[config.mk]
export PLATFORM = sky130hd
export DESIGN_NAME = game_round_ctl_flat
export DESIGN_NICKNAME = d
export VERILOG_FILES = /design/src/rtl/game_round_ctl_if.sv /design/src/rtl/game_round_ctl.sv /design/src/flat_wrapper.sv
export SDC_FILE = /design/constraint.sdc
export NUM_CORES = 1
export LEC_CHECK = 0
export CAP_MARGIN = 10
export CORE_ASPECT_RATIO = 0.8
export CORE_MARGIN = 3
export CORE_UTILIZATION = 45
export DETAILED_ROUTE_END_ITERATION = 6
export PLACE_DENSITY = 0.69
export SYNTH_ARGS = -nofsm -noshare
export SYNTH_HDL_FRONTEND = slang
export SYNTH_SLANG_ARGS = --single-unit
[constraint.sdc]
create_clock -name pclk -period 2 [get_ports pclk]
set_clock_uncertainty 0.05 [all_clocks]
set_input_delay 0.4 -clock pclk [delete_from_list [all_inputs] [get_ports pclk]]
set_output_delay 0.4 -clock pclk [all_outputs]
set_load 0.03 [all_outputs]
[src/rtl/game_round_ctl_if.sv]
// Control/status bundle between game_round_ctl and its neighbours.
// The controller takes the slave view; the stimulus side takes the master view.
interface game_round_ctl_if #(
  parameter int SCORE_W = 7,
  parameter int TIMER_W = 12
);
  logic               vsync_in;
  logic               play_clicked;
  logic               op_ready;
  logic               duck_hit;
  logic               stop_req;
  logic [SCORE_W-1:0] op_score_in;
  logic               op_score_valid;
  logic [1:0]         state;
  logic [TIMER_W-1:0] frames_left;
  logic [SCORE_W-1:0] my_score;
  logic [SCORE_W-1:0] op_score;
  logic [1:0]         winner;
  logic               round_done;

  modport master (
    output vsync_in, play_clicked, op_ready, duck_hit, stop_req, op_score_in, op_score_valid,
    input  state, frames_left, my_score, op_score, winner, round_done
  );

  modport slave (
    input  vsync_in, play_clicked, op_ready, duck_hit, stop_req, op_score_in, op_score_valid,
    output state, frames_left, my_score, op_score, winner, round_done
  );
endinterface

[src/rtl/game_round_ctl.sv]
// Round sequencer IDLE -> WAIT -> GAME -> SCORE: frame-timed round, saturating
// local score, opponent score capture and winner decision.
module game_round_ctl #(
  parameter int SCORE_W           = 7,
  parameter int SCORE_MAX         = 99,
  parameter int TIMER_W           = 12,
  parameter int GAME_FRAMES       = 1800,
  parameter int OP_TIMEOUT_FRAMES = 600
) (
  input  logic            pclk,
  input  logic            rst,
  game_round_ctl_if.slave bus
);

  localparam int TO_W = $clog2(OP_TIMEOUT_FRAMES + 1);
  localparam logic [SCORE_W-1:0] SMAX        = SCORE_W'(SCORE_MAX);
  localparam logic [TIMER_W-1:0] FRAMES_INIT = TIMER_W'(GAME_FRAMES);
  localparam logic [TO_W-1:0]    TO_LIMIT    = TO_W'(OP_TIMEOUT_FRAMES);

  typedef enum logic [1:0] {
    ST_IDLE  = 2'd0,
    ST_WAIT  = 2'd1,
    ST_GAME  = 2'd2,
    ST_SCORE = 2'd3
  } state_e;

  state_e             state_q, state_d;
  logic [TIMER_W-1:0] frames_q, frames_d;
  logic [SCORE_W-1:0] my_q, my_d;
  logic [SCORE_W-1:0] op_q, op_d;
  logic [1:0]         win_q, win_d;
  logic               done_q, done_d;
  logic [TO_W-1:0]    to_q, to_d;
  logic               rcvd_q, rcvd_d;
  logic               v_q, v_vld_q, s_q;
  logic               tick, stop_rise;

  function automatic logic [1:0] win_code(input logic [SCORE_W-1:0] mine,
                                          input logic [SCORE_W-1:0] theirs);
    if (mine > theirs) begin
      return 2'd1;
    end else if (mine < theirs) begin
      return 2'd2;
    end else begin
      return 2'd3;
    end
  endfunction

  function automatic logic [SCORE_W-1:0] clamp_score(input logic [SCORE_W-1:0] raw);
    if (raw > SMAX) begin
      return SMAX;
    end else begin
      return raw;
    end
  endfunction

  // v_vld_q masks the first edge after reset so a vsync already high is not a frame
  assign tick      = bus.vsync_in & ~v_q & v_vld_q;
  assign stop_rise = bus.stop_req & ~s_q;

  // State, round data and input edge history
  always_ff @(posedge pclk or posedge rst) begin
    if (rst) begin
      state_q  <= ST_IDLE;
      frames_q <= '0;
      my_q     <= '0;
      op_q     <= '0;
      win_q    <= 2'd0;
      done_q   <= 1'b0;
      to_q     <= '0;
      rcvd_q   <= 1'b0;
      v_q      <= 1'b0;
      v_vld_q  <= 1'b0;
      s_q      <= 1'b0;
    end else begin
      state_q  <= state_d;
      frames_q <= frames_d;
      my_q     <= my_d;
      op_q     <= op_d;
      win_q    <= win_d;
      done_q   <= done_d;
      to_q     <= to_d;
      rcvd_q   <= rcvd_d;
      v_q      <= bus.vsync_in;
      v_vld_q  <= 1'b1;
      s_q      <= bus.stop_req;
    end
  end

  // Next-state and round bookkeeping
  always_comb begin
    state_d  = state_q;
    frames_d = frames_q;
    my_d     = my_q;
    op_d     = op_q;
    win_d    = win_q;
    done_d   = 1'b0;
    to_d     = to_q;
    rcvd_d   = rcvd_q;

    case (state_q)
      ST_IDLE: begin
        if (bus.play_clicked) begin
          state_d = ST_WAIT;
        end else begin
          state_d = ST_IDLE;
        end
      end

      ST_WAIT: begin
        if (bus.op_ready) begin
          state_d  = ST_GAME;
          frames_d = FRAMES_INIT;
          my_d     = '0;
          op_d     = '0;
          win_d    = 2'd0;
          rcvd_d   = 1'b0;
        end else if (bus.stop_req) begin
          state_d = ST_IDLE;
        end else begin
          state_d = ST_WAIT;
        end
      end

      ST_GAME: begin
        if (tick && (frames_q <= TIMER_W'(1))) begin
          frames_d = '0;
          state_d  = ST_SCORE;
          done_d   = 1'b1;
          to_d     = '0;
        end else if (tick) begin
          frames_d = frames_q - TIMER_W'(1);
        end else begin
          frames_d = frames_q;
        end
        if (bus.duck_hit && (my_q < SMAX)) begin
          my_d = my_q + SCORE_W'(1);
        end else begin
          my_d = my_q;
        end
        if (bus.op_score_valid) begin
          op_d   = clamp_score(bus.op_score_in);
          rcvd_d = 1'b1;
        end else begin
          op_d   = op_q;
        end
      end

      ST_SCORE: begin
        // Once the opponent has reported, the comparison owns winner
        if (rcvd_q) begin
          win_d = win_code(my_q, op_q);
        end else if (tick && (to_q < TO_LIMIT)) begin
          to_d = to_q + TO_W'(1);
          if ((to_q + TO_W'(1)) == TO_LIMIT) begin
            win_d = 2'd1;
          end else begin
            win_d = win_q;
          end
        end else begin
          win_d = win_q;
        end
        if (bus.op_score_valid) begin
          op_d   = clamp_score(bus.op_score_in);
          rcvd_d = 1'b1;
        end else begin
          op_d   = op_q;
        end
        if (stop_rise && (win_q != 2'd0)) begin
          state_d = ST_IDLE;
        end else begin
          state_d = ST_SCORE;
        end
      end

      default: begin
        state_d = ST_IDLE;
      end
    endcase
  end

  assign bus.state       = state_q;
  assign bus.frames_left = frames_q;
  assign bus.my_score    = my_q;
  assign bus.op_score    = op_q;
  assign bus.winner      = win_q;
  assign bus.round_done  = done_q;

endmodule

[src/flat_wrapper.sv]
// flat-port wrapper written by rule: the top's interface ports become plain ports
module game_round_ctl_flat 
#(
  parameter int SCORE_W           = 7,
  parameter int SCORE_MAX         = 99,
  parameter int TIMER_W           = 12,
  parameter int GAME_FRAMES       = 1800,
  parameter int OP_TIMEOUT_FRAMES = 600
)
  (pclk, rst, bus_vsync_in, bus_play_clicked, bus_op_ready, bus_duck_hit, bus_stop_req, bus_op_score_in, bus_op_score_valid, bus_state, bus_frames_left, bus_my_score, bus_op_score, bus_winner, bus_round_done);
  game_round_ctl_if #(.SCORE_W(SCORE_W), .TIMER_W(TIMER_W)) bus_i ();
  input  logic pclk;
  input  logic rst;
  input wire logic [$bits(bus_i.vsync_in)-1:0] bus_vsync_in;
  input wire logic [$bits(bus_i.play_clicked)-1:0] bus_play_clicked;
  input wire logic [$bits(bus_i.op_ready)-1:0] bus_op_ready;
  input wire logic [$bits(bus_i.duck_hit)-1:0] bus_duck_hit;
  input wire logic [$bits(bus_i.stop_req)-1:0] bus_stop_req;
  input wire logic [$bits(bus_i.op_score_in)-1:0] bus_op_score_in;
  input wire logic [$bits(bus_i.op_score_valid)-1:0] bus_op_score_valid;
  output wire logic [$bits(bus_i.state)-1:0] bus_state;
  output wire logic [$bits(bus_i.frames_left)-1:0] bus_frames_left;
  output wire logic [$bits(bus_i.my_score)-1:0] bus_my_score;
  output wire logic [$bits(bus_i.op_score)-1:0] bus_op_score;
  output wire logic [$bits(bus_i.winner)-1:0] bus_winner;
  output wire logic [$bits(bus_i.round_done)-1:0] bus_round_done;
  assign bus_i.vsync_in = bus_vsync_in;
  assign bus_i.play_clicked = bus_play_clicked;
  assign bus_i.op_ready = bus_op_ready;
  assign bus_i.duck_hit = bus_duck_hit;
  assign bus_i.stop_req = bus_stop_req;
  assign bus_i.op_score_in = bus_op_score_in;
  assign bus_i.op_score_valid = bus_op_score_valid;
  assign bus_state = bus_i.state;
  assign bus_frames_left = bus_i.frames_left;
  assign bus_my_score = bus_i.my_score;
  assign bus_op_score = bus_i.op_score;
  assign bus_winner = bus_i.winner;
  assign bus_round_done = bus_i.round_done;
  game_round_ctl #(.SCORE_W(SCORE_W), .SCORE_MAX(SCORE_MAX), .TIMER_W(TIMER_W), .GAME_FRAMES(GAME_FRAMES), .OP_TIMEOUT_FRAMES(OP_TIMEOUT_FRAMES)) u_core (.pclk(pclk), .rst(rst), .bus(bus_i));
endmodule
* Word-level counts from Yosys, hierarchy flattened *
Index checks and enable logic that the tools add are counted.

cells by class
  add/sub/neg operators = 3
  multipliers = 0
  divide/modulo/power cells = 0
  $lt $le $gt $ge = 6
  eq/ne operators = 13
  shifts and indexed selects = 0
  mux-type cells = 32
  bitwise logic cells = 5
  reductions and logical operators = 16

operator list
  kind                                                              count
  2-to-1 mux 12 bit                                                 3
  2-to-1 mux 10 bit                                                 3
  2-to-1 mux 7 bit                                                  4
  case mux 7 bit (2 select lines)                                   2
  case mux 12 bit (2 select lines)                                  1
  case mux 10 bit (2 select lines)                                  1
  2-to-1 mux 2 bit                                                  8
  less-or-equal comparator 12 x 1 -> 1 bit (second input constant)  1
  subtractor 12 x 1 -> 12 bit (second input constant)               1
  adder 10 x 1 -> 10 bit (second input constant)                    1
  equality test 10 bit (second input constant)                      1
  less-than comparator 10 bit (second input constant)               1
  nonzero test 2 bit                                                5
  != test 3 x 1 -> 1 bit (second input constant)                    3
  AND reduction 3 bit                                               3
  != test 2 x 1 -> 1 bit (second input constant)                    4
  case mux 2 bit (4 select lines)                                   1
  AND reduction 4 bit                                               2
  adder 7 x 1 -> 7 bit (second input constant)                      1
  > comparator 7 bit                                                1
  > comparator 7 bit (second input constant)                        1
  less-than comparator 7 bit                                        1
  less-than comparator 7 bit (second input constant)                1
  2-to-1 mux 1 bit                                                  7
  other kinds (10)                                                  18

storage, ports and cells
  register bits after elaboration = 45
  bits in latches = 0
  RAM bits = 0
  bits in read-only memories = 0
  output and inout bits = 31
  logic and storage cells = 86
  memories kept = 0

* Logic depth before layout (Yosys ltp) *
Gate-level depths: netlist of run 1.

  word-level depth = 7
  depth in mapped cells = 7
  depth with buffers taken out = 7

* Worst setup path before layout of run 1 *
Ideal clock, no wire load.

  path type = flip-flop to flip-flop
  start point = reg u_core.frames_q[4], in the netlist u_core.bus.frames_left[4]
  end point = reg u_core.to_q[7]
  setup time = 0.126 ns
  data arrival time = 1.978 ns
  path slack = -0.154 ns
  stages on the path, launching flop included = 6
  path buffers = 0
  clock period less this slack = 2.154 ns
  cell sequence = dfrtp_1 -> or4_4 -> nor2_8 -> a31oi_4 -> or2_1 -> a221o_1

between the ends
  cells in the longest elaborated chain, start to end = 4

ends and longest elaborated chain
  element                                   RTL line               text
  start: declaration                        game_round_ctl.sv:28   logic [TIMER_W-1:0] frames_q, frames_d;
  start signal: assignment                  game_round_ctl.sv:77   frames_q <= frames_d;
  less-or-equal comparator 12 x 1 -> 1 bit  game_round_ctl.sv:126  if (tick && (frames_q <= TIMER_W'(1))) begin
  logical AND 1 bit                         game_round_ctl.sv:126
  != test 2 x 1 -> 1 bit (no source line)   -
  AND reduction 4 bit (no source line)      -
  end signal: assignment                    game_round_ctl.sv:82   to_q <= to_d;
  end: declaration                          game_round_ctl.sv:33   logic [TO_W-1:0] to_q, to_d;

No other way between the ends.
A chain may end at the register's enable or synchronous reset.

* Worst setup path in the final report of run 1 *
Ends and elaborated chain as after synthesis.

==> results of run 1 <==
[per-stage QoR]
step	setup WS, ns	setup TNS [ns]
finish	0.0366	0
global route	-0.0161	-0.0161
CTS	0.0158	0
detailed placement	-0.235	-1.02
global placement	-0.173	-0.539
floorplan	-0.0232	-0.0232
[worst max-delay path: stages (launching register included)]
cell and delay, ns:
dfrtp_2 0.41, or4_4 0.60, nor2_8 0.13, a31oi_4 0.08, or2_4 0.26, a221o_1 0.32
[cells in the mapped netlist, types with 2 or more instances]
cell type and number:
o21ai_0 13, a31oi_1 8, nand2_1 29, clkbuf_1 6
a2111oi_0 2, xnor2_1 4, nor3_1 4, a211oi_1 4
nand3_1 20, o31ai_1 3, nand4b_1 5, nand2b_1 2
a41oi_1 2, inv_1 16, a32o_1 3, nor4_1 2
and4_1 2, dfrtp_1 45, xor2_1 6, nor2_1 29
a21o_1 2, buf_2 3, ha_1 11, nand4_1 2
and3_1 3, a21oi_1 15, nand3b_1 2, o211a_1 2
nor2b_1 3
[cells in the final DEF, fill, tap and decap left out, types with 3 or more instances in the layout]
cell type / instances
buf_4: 43
clkdlybuf4s50_1: 41
dfrtp_1: 38
nand2_1: 29
nor2_1: 28
nand3_1: 20
inv_1: 15
a21oi_1: 15
o21ai_0: 13
ha_1: 11
a31oi_1: 8
dfrtp_2: 7
xor2_1: 6
clkbuf_8: 6
nand4b_1: 5
a211oi_1: 4
xnor2_1: 4
nor3_1: 3
and3_1: 3
nor2b_1: 3
a32o_1: 3
o31ai_1: 3
[repair_timing]
item | in CTS | in global routing
pin swaps | 0 | 1
setup buffers | 0 | 1
hold endpoints to repair | 0 | 0
hold buffers | 0 | 0
resized for setup | 2 | 10
endpoints found under the setup margin | 2 | 10
[sequential cells by signal, summed over array words and instances (netlist names), 2 cells and up]
register / count
u_core.bus.my_score: 7
u_core.bus.frames_left: 12
u_core.bus.state: 2
u_core.bus.winner: 2
u_core.bus.op_score: 7
u_core.to_q: 10
[layer usage]
metal,global-route usage [%],up-vias,part of all wire (%)
met5,0,-,0
met1,30.3,1175,51
met4,3.51,0,0.65
met3,3.48,7,3.8
li1,-,1197,-
met2,33.0,53,45
[logic make-up (layout without fill, tap and decap cells)]
kind of cell,count (synthesis),in the layout,share of synthesized area [%]
simple gates,116,116,23.9
compound gates,70,70,19.1
flops,45,45,43.5
buf+inv,25,113,3.77
fa+ha+maj,11,11,5.32
xor+xnor,10,10,3.38
mux,2,2,0.822
other cells,1,1,0.145
[path summary, 6_finish.rpt]
check,from,endpoint,slack [ns],depth (start not counted)
worst min register to register,u_core.bus.frames_left[8],u_core.bus.frames_left[8],0.49,2
worst max register to register,u_core.bus.frames_left[4],u_core.to_q[7],0.04,5
max in group asynchronous,rst,u_core.bus.state[0],1.29,3
worst min-delay path,rst,u_core.bus.frames_left[6],0.39,3
worst max-delay path,u_core.bus.frames_left[4],u_core.to_q[7],0.04,5
min in group pclk,u_core.bus.frames_left[8],u_core.bus.frames_left[8],0.49,2
[layout make-up]
type	count	share of cell area, %
repair buffers	89	22.3
clock buffers	7	2.42
multi-input cells	210	38.8
flip-flops and latches	45	31.8
clock inverters	1	0.211
well taps	78	2.74
inverters	16	1.69
[power groups by stage]
stage / combinational, mW / clock, mW / sequential, mW
2_1_floorplan: 1.01 / 0 / 1.89
3_3_place_gp: 2.50 / 0 / 1.46
3_5_place_dp: 2.53 / 0 / 1.47
4_1_cts: 2.54 / 0.611 / 1.45
5_1_grt: 2.77 / 0.655 / 1.51
6_report: 2.55 / 0.599 / 1.47
==> impl_metrics.yaml, run 1 <==
outcome:
  status: "complete, no violations"
placed_design:
  dpl.hpwl_microns: 5180
  gp_congestion: 0.859
  place.port_buffers: 45
  placedCellCount: 437
  placed_cell_area_sq_um: 3440
pwr:
  p_per_area_nw_per_um2: 1290
  swShare_pct: 44.1
  total_power_mw: 4.61
  p_int_mw: 2.58
  pwr-share-clk_pct: 13.0
  leakage_nw: 1.58
  switchingPower_mw: 2.04
  p_seq_share_pct: 31.8
  p_comb_share_pct: 55.2
  irDropWorstVdd_v: 0.000853
clock_tree:
  cts.reportedPaths.clkPinSlew_ns: 0.09
  cts_tree: "built"
  insertion_delay_ns: 0.30
  clk_path_buf_depth: 2
  cts_buffers: 5
  cts.sinks: 45
  htree_levels: 2
  root_buffer: "clkbuf_8"
sta:
  period_needed_ns: 1.96
  clock.fmax_ghz: 0.509
  hold_viol_final: 0
  setup_viol: 0
  rsz0062_at_grt: "true"
  report.final.slew_viol_count: 0
  whs_ns: 0.391
  fin_crit_sh_pct: 98.2
yosys:
  synth_edf_count: 0
  ys_seq_elements: 45
  netlist_top_cells_area: "dfrtp_1 44%, ha_1 5.3%, nand2_1 4.2%, nor2_1 4.2%, nand3_1 3.9%"
  async_flop_share_pct: 100
  avgSynthCellArea_sq_um: 9.24
  netlist_area_sq_um: 2590
  synth_top_cell_area_share_pct: 43.5
  synth_warnings: 0
  seq_area_frac_synth_pct: 43.5
  syn-instance-count: 280
  synth_nets: 306
  ys_types: 61
  synth.largest_area_cell: "dfrtp_1"
  ys.flop_type: "dfrtp_1"
die:
  start_util_pct: 47.1
  io_pins: 46
  die_w_microns: 90.8
  die_h_microns: 73.8
  num_rows: 24
  core_region_area_sq_um: 5500
  fp.dieArea_sq_um: 6700
drt:
  drc: 0
  drt_iter0_drc: 135
  wl_per_cell_microns: 15.2
  routed_wl_microns: 6790
  ant_nets: 0
  firstDrtPassIters: 5
  viasPerCell: 5.45
  vias: 2432
finish:
  nets: 393
  n_fill_cell: 500
  layout-drive-gt1-share_pct: 20.1
  layoutNonFillerInstCount: 446
  multi_input_area_sq_um: 1380
  finalCoreUtilization_pct: 64.8
  diodes: 0
  syn2layout_area_growth_pct: 37.7
  design_area_sq_um: 3560
  seq_area_sq_um: 1130
worst_setup_path:
  end_kind: "flip-flop"
  criticalPathCategory: "flip-flop to flip-flop"
  worst_ep_arrival_time_ns: 2.10
  critPathLaunchType: "flip-flop"
  cp_max_fo: 4
  worst_ep_required_time_ns: 2.14
global_routing:
  grt_pass1_wl_microns: 11200
  grt_use_total_pct: 20.7
  grt_max_degree: 46
  grt.overflow.total: 0
  grt_pass1_vias: 2216
  antenna_found_initial: 0
worst_hold_path:
  min_path_type: "primary input to async pin"
flow_run:
  drv_cap: 0
Note: power is estimated with default switching activity, not from simulation.
==> inputs of run 2 (changes only) <==
Settings changed: CORE_UTILIZATION 45 to 30, PLACE_DENSITY 0.69 to 0.48.
==> impl_metrics.yaml, run 2 (synthesized netlist as in run 1, its figures left out) <==
outcome:
  status: "complete, no violations"
pwr:
  p_per_area_nw_per_um2: 1290
  leakage_nw: 1.75
  p_comb_share_pct: 56.8
  swShare_pct: 43.7
  irDropWorstVdd_v: 0.000794
  switchingPower_mw: 2.11
  pwr-share-clk_pct: 13.3
  p_int_mw: 2.72
  p_seq_share_pct: 29.8
  total_power_mw: 4.84
sta:
  whs_ns: 0.320
  period_needed_ns: 1.97
  clock.fmax_ghz: 0.506
  setup_viol: 0
  fin_crit_sh_pct: 98.7
  report.final.slew_viol_count: 0
  finalWorstSetupSlack_ns: 0.0254
  rsz0062_at_grt: "true"
  hold_viol_final: 0
drt:
  drc: 0
  vias: 2397
  firstDrtPassIters: 4
  wl_per_cell_microns: 15.2
  drt_iter0_drc: 102
  routed_wl_microns: 7390
  ant_nets: 0
  viasPerCell: 4.92
worst_setup_path:
  criticalPathCategory: "flip-flop to flip-flop"
  end_kind: "flip-flop"
  cp_top_family: "simple AND/OR/NAND/NOR gates"
  slowest_stage: "or4_4"
  r2r_slack_ns: 0.03
  critPathBufInv: 0
  worst_ep_required_time_ns: 2.14
  r2r-start: "u_core.bus.frames_left[5]"
  worst_ep_arrival_time_ns: 2.12
  cp_max_fo: 4
  r2r_end: "u_core.to_q[7]"
  ff2ff_path_depth: 5
  slowest_delay_ns: 0.60
  path_cells: "or4_4 > nor2_8 > a31oi_4 > or2_4 > a221o_1"
  critPathLaunchType: "flip-flop"
placed_design:
  placed_cell_area_sq_um: 3550
  dpl.hpwl_microns: 5530
  gp_congestion: 0.844
  place.port_buffers: 45
  pre_cts_slack_ns: -0.154
die:
  fp.dieArea_sq_um: 9780
  start_util_pct: 31.7
  die_h_microns: 89.1
  die_w_microns: 110
  io_pins: 46
  num_rows: 29
  core_region_area_sq_um: 8160
global_routing:
  grt_use_total_pct: 16.0
  grt_max_degree: 33
  grt_pass1_wl_microns: 12300
  grt.overflow.total: 0
  antenna_found_initial: 0
  grt_pass1_vias: 2368
finish:
  final_cell_mix: "52 x buf_4, 40 x dfrtp_1, 37 x clkdlybuf4s50_1, 29 x nand2_1, 28 x nor2_1"
  diodes: 0
  n_fill_cell: 793
  largest_reg_flops: 12
  multi_input_area_sq_um: 1410
  design_area_sq_um: 3740
  nets: 404
  seq_area_sq_um: 1130
  mostFrequentLayoutCell: "buf_4"
  layout-drive-gt1-share_pct: 23.2
  finalCoreUtilization_pct: 45.8
  syn2layout_area_growth_pct: 44.6
flow_run:
  drv_cap: 0
clock_tree:
  cts_buffers: 5
  cts.sinks: 45
  cts_tree: "built"
  clk_path_buf_depth: 2
  htree_levels: 2
  cts.reportedPaths.clkPinSlew_ns: 0.09
  root_buffer: "clkbuf_8"
  ctsHoldBuffers: 0
  insertion_delay_ns: 0.30
worst_hold_path:
  min_path_type: "primary input to async pin"
-- run 2: cell types whose count changed in the layout (fill, tap and decap cells not counted), moves of 2 or more --
cell	previous run	this run
inv_2	0	2
inv_1	15	13
dfrtp_2	7	5
ha_1	11	9
a2111oi_2	1	3
dfrtp_1	38	40
clkdlybuf4s50_1	41	37
ha_4	0	2
buf_4	43	52
dlymetal6s2s_1	2	6
-- run 2: what timing repair did --
item | CTS | global route
pin swaps | 1 | 5
buffers inserted | 2 | 2
setup endpoints to repair | 3 | 13
gates resized for setup | 2 | 20
-- run 2: final cells by class --
type                            count  share of cell area [%]
Multi-Input combinational cell    210                    37.6
Sequential cell                    45                    30.3
Timing Repair Buffer              100                    24.2
Tap cell                          108                    3.61
Clock buffer                        7                    2.57
Inverter                           16                    1.67
Clock inverter                      1                   0.134
-- run 2: power groups by stage --
| stage | Clock [mW] | Combinational (mW) | Sequential, mW |
|---|---|---|---|
| after floorplan | 0 | 1.01 | 1.89 |
| after global placement | 0 | 2.65 | 1.46 |
| after detailed placement | 0 | 2.63 | 1.45 |
| after CTS | 0.664 | 2.66 | 1.43 |
| after global routing | 0.708 | 3.02 | 1.48 |
| final | 0.646 | 2.75 | 1.44 |
-- run 2: routing by layer --
metal  routed length, microns  share of wire [%]  vias up  GRT usage, %
met1                     3930                 53     1145          24.2
met3                      168                2.3        5          2.82
li1                         -                  -     1216             -
met4                       41               0.55        0          2.72
met2                     3250                 44       31          24.2
met5                        0                  0        -             0
-- run 2: per-stage QoR --
step                TNS, ns  cells
finish                    0    487
floorplan           -0.0232    280
detailed placement    -1.30    475
global route        -0.0465    487
CTS                       0    485
global placement      -1.23    475
-- run 2: how the worst max path moves through the flow --
stage / startpoint / end / slack [ns] / depth (start not counted)
2_1_floorplan: u_core.bus.frames_left[5] / u_core.to_q[7] / -0.02 / 5
3_3_place_gp: bus_op_ready / u_core.bus.winner[1] / -0.14 / 6
3_5_place_dp: bus_vsync_in / u_core.to_q[7] / -0.15 / 7
4_1_cts: u_core.bus.my_score[1] / u_core.bus.my_score[3] / 0.03 / 5
5_1_grt: u_core.bus.frames_left[1] / u_core.to_q[7] / -0.03 / 7
6_report: u_core.bus.frames_left[5] / u_core.to_q[7] / 0.03 / 5
==> inputs of run 3 (changes only) <==
Settings changed: CORE_UTILIZATION 30 to 45, PLACE_DENSITY 0.48 to 0.69, SLEW_MARGIN set to 10.
==> results of run 3 <==
Final layout, timing and power as in run 1 (identical DEF).
